## src/rtl/alu_seq_ctrl_pkg.sv

```systemverilog
// ============================================================================
// Module : alu_seq_ctrl_pkg
// Brief  : ALU op codes, sequencer state encoding and the is_shift helper.
// Rev    : 1.0  initial release
// ============================================================================
`default_nettype none

package alu_seq_ctrl_pkg;

    localparam logic [3:0] FUNC_ZERO = 4'd0;
    localparam logic [3:0] FUNC_ADD  = 4'd1;
    localparam logic [3:0] FUNC_SUB  = 4'd2;
    localparam logic [3:0] FUNC_AND  = 4'd3;
    localparam logic [3:0] FUNC_OR   = 4'd4;
    localparam logic [3:0] FUNC_XOR  = 4'd5;
    localparam logic [3:0] FUNC_SLT  = 4'd6;
    localparam logic [3:0] FUNC_SLTU = 4'd7;
    localparam logic [3:0] FUNC_LLS  = 4'd8;
    localparam logic [3:0] FUNC_LRS  = 4'd9;
    localparam logic [3:0] FUNC_ARS  = 4'd10;
    localparam logic [3:0] FUNC_BEQ  = 4'd11;
    localparam logic [3:0] FUNC_BNE  = 4'd12;
    localparam logic [3:0] FUNC_BLT  = 4'd13;
    localparam logic [3:0] FUNC_BGE  = 4'd14;

    typedef enum logic [1:0] {
        IDLE  = 2'd0,
        EXEC  = 2'd1,
        SHIFT = 2'd2,
        RESP  = 2'd3
    } seq_state_e;

    function automatic logic is_shift(input logic [3:0] op);
        return (op == FUNC_LLS) || (op == FUNC_LRS) || (op == FUNC_ARS);
    endfunction

endpackage

`default_nettype wire

```

## src/rtl/alu_rr_arb2.sv

```systemverilog
// ============================================================================
// Module : alu_rr_arb2
// Brief  : Two-way round-robin grant; the requester not served last wins a tie.
// Rev    : 1.0  initial release
// ============================================================================
`default_nettype none

module alu_rr_arb2 (
    input  logic [1:0] i_req_valid,
    input  logic       i_rr_last,
    output logic [1:0] o_grant
);

    always_comb begin
        o_grant = 2'b00;
        case (i_req_valid)
            2'b01:   o_grant = 2'b01;
            2'b10:   o_grant = 2'b10;
            2'b11:   o_grant = i_rr_last ? 2'b01 : 2'b10;
            default: o_grant = 2'b00;
        endcase
    end

endmodule

`default_nettype wire

```

## src/rtl/alu_seq_ctrl.sv

```systemverilog
// ============================================================================
// Module : alu_seq_ctrl
// Brief  : Two-requester sequencer in front of a single-cycle ALU; multi-bit
//          shifts are built from repeated 1-bit ALU shifts.
//          Optional statistics counters: define ALU_SEQ_STATS_EN.
// Rev    : 1.0  initial release
// ============================================================================
`default_nettype none

module alu_seq_ctrl
    import alu_seq_ctrl_pkg::*;
#(
    parameter int CNT_W   = 16,
    parameter int SHAMT_W = 5
) (
    input  logic             clk,
    input  logic             reset_n,
    input  logic [1:0]       req_valid,
    output logic [1:0]       req_ready,
    input  logic [3:0]       req_op0,
    input  logic [3:0]       req_op1,
    input  logic [31:0]      req_a0,
    input  logic [31:0]      req_a1,
    input  logic [31:0]      req_b0,
    input  logic [31:0]      req_b1,
    output logic             rsp_valid,
    input  logic             rsp_ready,
    output logic             rsp_id,
    output logic [31:0]      rsp_result,
    output logic             rsp_bcond,
    output logic [3:0]       alu_op,
    output logic [31:0]      alu_in_1,
    output logic [31:0]      alu_in_2,
    input  logic [31:0]      alu_result,
    input  logic             alu_bcond,
    output logic [CNT_W-1:0] stat_ops,
    output logic [CNT_W-1:0] stat_busy
);

    seq_state_e         r_state;
    seq_state_e         w_next_state;
    logic [3:0]         r_op;
    logic [31:0]        r_acc;
    logic [31:0]        r_b;
    logic               r_id;
    logic [SHAMT_W-1:0] r_cnt;
    logic               r_rr_last;
    logic [31:0]        r_rsp_result;
    logic               r_rsp_bcond;

    logic [1:0]         w_grant;
    logic               w_accept;
    logic               w_sel_id;
    logic [3:0]         w_sel_op;
    logic [31:0]        w_sel_a;
    logic [31:0]        w_sel_b;
    logic [SHAMT_W-1:0] w_sel_cnt;
    logic               w_rsp_hs;

    alu_rr_arb2 u_arb (
        .i_req_valid (req_valid),
        .i_rr_last   (r_rr_last),
        .o_grant     (w_grant)
    );

    // Ready is masked during reset so no requester sees a phantom handshake.
    assign req_ready = (r_state == IDLE && reset_n) ? w_grant : 2'b00;
    assign w_accept  = |req_ready;
    assign w_sel_id  = w_grant[1];
    assign w_sel_op  = w_sel_id ? req_op1 : req_op0;
    assign w_sel_a   = w_sel_id ? req_a1  : req_a0;
    assign w_sel_b   = w_sel_id ? req_b1  : req_b0;
    assign w_sel_cnt = w_sel_b[SHAMT_W-1:0];
    assign w_rsp_hs  = (r_state == RESP) && rsp_ready;

    assign rsp_valid  = (r_state == RESP);
    assign rsp_id     = r_id;
    assign rsp_result = r_rsp_result;
    assign rsp_bcond  = r_rsp_bcond;

    always_ff @(posedge clk) begin
        if (!reset_n) r_state <= IDLE;
        else          r_state <= w_next_state;
    end

    always_comb begin
        w_next_state = r_state;
        alu_op       = FUNC_ZERO;
        alu_in_1     = 32'd0;
        alu_in_2     = 32'd0;
        case (r_state)
            IDLE: begin
                if (w_accept)
                    w_next_state = (is_shift(w_sel_op) && w_sel_cnt != '0) ? SHIFT : EXEC;
            end
            EXEC: begin
                // A zero-amount shift degenerates to a pass-through of operand A.
                if (is_shift(r_op)) begin
                    alu_op   = FUNC_ADD;
                    alu_in_1 = r_acc;
                end else begin
                    alu_op   = r_op;
                    alu_in_1 = r_acc;
                    alu_in_2 = r_b;
                end
                w_next_state = RESP;
            end
            SHIFT: begin
                alu_op   = r_op;
                alu_in_1 = r_acc;
                if (r_cnt == SHAMT_W'(1)) w_next_state = RESP;
            end
            RESP: begin
                if (rsp_ready) w_next_state = IDLE;
            end
            default: w_next_state = IDLE;
        endcase
    end

    always_ff @(posedge clk) begin
        if (!reset_n) begin
            r_op         <= FUNC_ZERO;
            r_acc        <= 32'd0;
            r_b          <= 32'd0;
            r_id         <= 1'b0;
            r_cnt        <= '0;
            r_rr_last    <= 1'b1;
            r_rsp_result <= 32'd0;
            r_rsp_bcond  <= 1'b0;
        end else begin
            case (r_state)
                IDLE: begin
                    if (w_accept) begin
                        r_op  <= w_sel_op;
                        r_acc <= w_sel_a;
                        r_b   <= w_sel_b;
                        r_id  <= w_sel_id;
                        r_cnt <= w_sel_cnt;
                    end
                end
                EXEC: begin
                    r_rsp_result <= alu_result;
                    r_rsp_bcond  <= alu_bcond;
                end
                SHIFT: begin
                    r_acc <= alu_result;
                    r_cnt <= r_cnt - 1'b1;
                    if (r_cnt == SHAMT_W'(1)) begin
                        r_rsp_result <= alu_result;
                        r_rsp_bcond  <= 1'b0;
                    end
                end
                RESP: begin
                    if (w_rsp_hs) r_rr_last <= r_id;
                end
                default: ;
            endcase
        end
    end

`ifdef ALU_SEQ_STATS_EN
    logic [CNT_W-1:0] r_stat_ops;
    logic [CNT_W-1:0] r_stat_busy;

    always_ff @(posedge clk) begin
        if (!reset_n) begin
            r_stat_ops  <= '0;
            r_stat_busy <= '0;
        end else begin
            if (w_rsp_hs && r_stat_ops != '1)             r_stat_ops  <= r_stat_ops + 1'b1;
            if (r_state != IDLE && r_stat_busy != '1)     r_stat_busy <= r_stat_busy + 1'b1;
        end
    end

    assign stat_ops  = r_stat_ops;
    assign stat_busy = r_stat_busy;
`else
    assign stat_ops  = '0;
    assign stat_busy = '0;
`endif

endmodule

`default_nettype wire

```

## config.mk

```make
export PLATFORM = sky130hd
export DESIGN_NAME = alu_seq_ctrl
export DESIGN_NICKNAME = d
export VERILOG_FILES = /design/src/rtl/alu_seq_ctrl_pkg.sv /design/src/rtl/alu_rr_arb2.sv /design/src/rtl/alu_seq_ctrl.sv
export SDC_FILE = /design/constraint.sdc
export NUM_CORES = 1
export LEC_CHECK = 0
export CORE_MARGIN = 4
export CORE_UTILIZATION = 40
export DETAILED_ROUTE_END_ITERATION = 7
export PLACE_DENSITY = 0.88
export SLEW_MARGIN = 40
export SYNTH_ARGS = -nofsm -noshare
export SYNTH_HDL_FRONTEND = slang
export SYNTH_SLANG_ARGS = --single-unit
```

## constraint.sdc

```tcl
create_clock -name clk -period 2.21 [get_ports clk]
set_input_delay 0.3315 -clock clk [delete_from_list [all_inputs] [get_ports clk]]
set_output_delay 0.3315 -clock clk [all_outputs]
set_load 0.01 [all_outputs]
```

* Yosys cells after proc, flatten, opt, wreduce, memory -nomap -nowiden *
Index checks and enable logic that the tools add are counted.

word-level totals
  input port bits = 174
  output and inout bits = 137
  register bits = 110
  logic and storage cells = 68

cells by class
  add/subtract/negate cells = 1
  equality and inequality tests = 16
  mux-type cells = 24
  reductions and logical operators = 18

operators by type and width
  cell                                                                      count
  32-bit 2-to-1 mux                                                         7
  32-bit case mux with 2 select lines                                       2
  4-bit equality test (second input constant)                               6
  2-bit 2-to-1 mux                                                          6
  5-bit case mux with 2 select lines                                        1
  2-bit equality test (second input constant)                               4
  4-bit 2-to-1 mux                                                          2
  2-bit case mux with 4 select lines                                        1
  4-bit case mux with 2 select lines                                        1
  2-bit AND reduction                                                       4
  2-bit case mux with 3 select lines                                        1
  5-bit by 1-bit equality test with 1-bit output (second input constant)    1
  5-bit 2-to-1 mux                                                          1
  5-bit nonzero test                                                        1
  5-bit by 1-bit subtractor with 5-bit output (second input constant)       1
  2-bit by 1-bit equality test with 1-bit output (second input constant)    2
  1-bit logical OR                                                          4
  2-bit inequality test (second input constant)                             2
  2-bit nonzero test                                                        2
  2-bit OR reduction                                                        2
  1-bit logical AND                                                         3
  3-bit AND reduction                                                       1
  2-bit zero test                                                           1
  2-bit by 1-bit inequality test with 1-bit output (second input constant)  1
  other kinds (2)                                                           2

* Longest topological paths before layout *
  depth in word-level cells = 10
  depth in mapped cells = 9
  gate-level depth less buffers = 6

* Cells and area by module *
From an unflattened synthesis, not the netlist that was laid out.

second synthesis, totals
  cell total of the unflattened synthesis = 718
  area total of the unflattened synthesis = 6044.5 µm²

by module, submodules not included
  module        seq. area each (µm²)  area an instance (µm²)  cells each  instances
  alu_seq_ctrl  2202.1                6025.8                  715         1
  alu_rr_arb2   0.0                   18.8                    3           1

* Least setup slack after synthesis *
No wires, ideal clock.

  path type = register to output
  start = register r_state[0]
  end = output alu_op[0]
  path slack = 0.352 ns
  arrival = 1.527 ns
  buffers on the path = 2
  required time = 1.879 ns
  stages on the path, launching flop included = 7
  cell sequence = dfxtp_1 inv_1 ha_1 clkbuf_1 clkbuf_1 o21ai_0 a21boi_0

between the ends
  longest elaborated chain between the ends = 2
  elaborated cells between the ends (all ways) = 3
  those cells by class = eq/ne: 2; mux: 1

ends and longest elaborated chain
  element                                                                                       line                text
  start: declaration                                                                            alu_seq_ctrl.sv:40  seq_state_e r_state;
  start signal: assignment                                                                      alu_seq_ctrl.sv:83  else r_state <= w_next_state;
  2-bit equality test / 2-bit by 1-bit equality test with 1-bit output (equally long branches)  alu_seq_ctrl.sv:91  case (r_state)
  4-bit case mux with 2 select lines *                                                          alu_seq_ctrl.sv:91
  end: declaration                                                                              alu_seq_ctrl.sv:31  output logic [3:0] alu_op,

Mark *: on every way between the ends. The rest lies on a longest branch, timed or not.

* Final worst setup path *
  start = register r_state[1]
  end = output alu_in_2[30]

between the ends
  longest elaborated chain between the ends = 2

ends and longest elaborated chain
  element                                         line                text
  2-bit by 1-bit equality test with 1-bit output  alu_seq_ctrl.sv:91
  32-bit 2-to-1 mux                               alu_seq_ctrl.sv:91
  end: declaration                                alu_seq_ctrl.sv:33  output logic [31:0] alu_in_2,

Every way passes these cells.

==> flow_metrics.tcl <==
set metrics [dict create \
    status "finished, final reports clean" \
    critPathTopFamily "buffers and inverters" \
    finalWorstSetupSlack_ps 47.7 \
    worst-path-buf-inv 4 \
    tightest_slew_ps 538 \
    comb_power_share_pct 45.3 \
    p_leak_nw 3.88 \
    synth_cells 645 \
    post_dp_cell_area_mm2 0.00865 \
    grtUsageTotal_pct 21.4 \
    drt-initial-drc-count 255 \
    dp_hpwl_um 14100 \
    ios 311 \
    cts_max_level 3 \
    critPathLaunchType "flop" \
    hold_violations 0 \
    overflow 0 \
    crit_arrival_ps 1830 \
    vias 5506 \
    maxCapViolCount 0 \
    rsz0062_at_grt "true" \
    clock_latency_ps 350 \
    fp.coreArea_mm2 0.0140 \
    synth_seq_cells 110 \
    synth_seq_area_share_pct 38.3 \
    port_buffers 278 \
    clock_path_buffers 2 \
    power.internal_mw 5.60 \
    fin_area_mm2 0.00898 \
    ant_nets 0 \
    synth_top_area_share_pct 38.3 \
    vdd.ir_drop.worst_mv 0.671 \
    finalCritPeriodShare_pct 97.8 \
    grt_pass1_wl_um 27800 \
    seq_power_share_pct 33.8 \
    wl_per_cell_um 17.2 \
    pwr-share-clk_pct 20.8 \
    syn-mean-instance-area_um2 8.90 \
    p_per_area_mw_per_mm2 958 \
    async_flop_share_pct 0 \
    slew_headroom_pct 63.8 \
    grt_max_degree 52 \
    ys.flop_type "dfxtp_1" \
    synthTopCellsByCount "110 x dfxtp_1, 100 x mux2i_1, 78 x nor2_1, 65 x and2_1, 44 x nand2_1" \
    initial_utilization_pct 41.1 \
    place_congestion 0.792 \
    yosys.area.top_type "dfxtp_1" \
    required_ps 1880 \
    max_freq_ghz 0.462 \
    die_h_um 128 \
    cts-root-buf "clkbuf_16" \
    cts_buffers 9 \
    cts_tree "yes" \
    endpoint_kind "output pin" \
    drc 0 \
    cpPeakStageDelay_ps 360 \
    slew_viol_final 0 \
    netlist_area_mm2 0.00574 \
    synth_area_leaders "dfxtp_1 38%, mux2i_1 17%, and2_1 7.1%" \
    drive_above_1_share_pct 8.18 \
    fin_worst_skew_ps 5.46 \
    dieArea_mm2 0.0163 \
    min_period_ps 2160 \
    worstSetupPathType "flop to output pin" \
    diodes 0 \
    wirelength_um 18900 \
    area_delta_synth_final_pct 56.4 \
    yosys_warnings 0 \
    crit_chain "inv_2 -> ha_1 -> a21boi_4 -> buf_12 -> clkbuf_16 -> and2_1 -> clkdlybuf4s15_1" \
    slowest_stage "dfxtp_4" \
    synth_edf_count 0 \
    preCtsSetupSlack_ps 46.1 \
    hold_class "flop to flop" \
    grt_pass1_vias 5417 \
    final_nets 1092 \
    antenna_found_initial 0 \
    die_x_um 128 \
    num_rows 43 \
    sw_frac_of_total_pct 34.9 \
    synth_cell_types 41 \
    via_per_inst 5.02 \
    setup_viol 0 \
    cts.clk_slew.worst_paths_ps 70 \
    p_switching_mw 3.01 \
    crit_path_max_fanout 8 \
    drt-pass1-iter-count 4 \
    cts_sinks 110 \
    yosysMostFrequentCell "dfxtp_1" \
]
==> cells by family after synthesis <==
group	synth area share, %
fa+ha+maj	1.31
simple gates	16.9
mux	17.4
other cells	0.0653
flops	38.3
compound gates	16.5
buf+inv	9.48
==> path summary, 6_finish.rpt <==
path / start / end / slack (ps) / cells after the start
setup / recovery: r_state[1] / alu_in_2[30] / 50 / 7
hold / removal: r_acc[24] / r_acc[24] / 470 / 1
setup reg to reg: r_cnt[1] / rsp_result[13] / 320 / 7
hold reg to reg: r_acc[24] / r_acc[24] / 470 / 1
==> stage by stage <==
| step | hold slack, ps | power (mW) | cells | utilization, % | setup TNS, ps |
|---|---|---|---|---|---|
| 2_1_floorplan | 440 | 5.12 | 676 | - | 0 |
| 6_report | 474 | 8.61 | 1097 | 64.2 | 0 |
| 4_1_cts | 476 | 8.55 | 1091 | 63.8 | 0 |
| 3_5_place_dp | 457 | 6.76 | 1075 | 61.8 | 0 |
| 3_3_place_gp | 452 | 6.68 | 1075 | 61.8 | 0 |
| 5_1_grt | 483 | 9.14 | 1097 | 64.2 | -47.0 |
==> cells in the final DEF, fill, tap and decap left out, types with 3 or more instances in the layout <==
cell	instances
nor2_1	76
clkbuf_2	18
dlygate4sd2_1	36
a22o_1	33
ha_1	4
conb_1	32
clkbuf_16	11
nand2_1	44
nor3_1	3
mux2i_1	100
buf_4	17
dfxtp_1	108
a211oi_1	37
a21oi_1	3
nand3_1	4
clkdlybuf4s50_1	209
buf_12	8
clkdlybuf4s15_1	14
inv_1	8
o21ai_0	39
and2_1	65
a32o_1	3
==> metal layers <==
metal	part of all wire (%)	track usage, %	wire length (µm)	up-vias
met4	2.8	7.43	532	0
met5	0	0	0	-
met2	49	37.8	9290	249
met1	39	23.5	7310	2496
met3	9.1	7.83	1720	41
li1	-	-	-	2720
==> registers in the layout (all words and copies together) (netlist names) <==
| signal | cells |
|---|---|
| r_cnt | 5 |
| r_rr_last | 1 |
| r_op | 4 |
| r_state | 2 |
| r_b | 32 |
| r_acc | 32 |
| rsp_id | 1 |
| rsp_result | 32 |
| rsp_bcond | 1 |
==> power groups by stage <==
stage          sequential [mW]  combinational [mW]  clock (mW)
3_3_place_gp              2.91                3.76           0
6_report                  2.91                3.90        1.79
2_1_floorplan             2.94                2.17           0
3_5_place_dp              2.93                3.83           0
5_1_grt                   2.98                4.25        1.91
4_1_cts                   2.90                3.80        1.84
==> area by class of cell <==
type	instances	area (µm²)
clock buffer	11	243
clock inverter	5	81.3
timing repair buffer	307	3010
multi-input combinational	474	3170
tap	180	225
fill	1144	5010
inverter	10	37.5
sequential	110	2210
==> worst register-to-register path, cell delays in order, from the launching register on <==
cell	delay, ps
dfxtp_1	330
inv_1	80
ha_1	130
or4b_4	480
a21o_2	240
buf_4	240
mux2i_1	210
nor2_1	70
==> timing repair <==
| action | CTS | global route |
|---|---|---|
| gates resized for setup | 77 | 54 |
| setup endpoints to repair | 68 | 9 |
| hold buffers | 0 | 0 |
| setup buffers | 0 | 3 |
| gates cloned | 0 | 3 |
(Power assumes the default switching activity.)
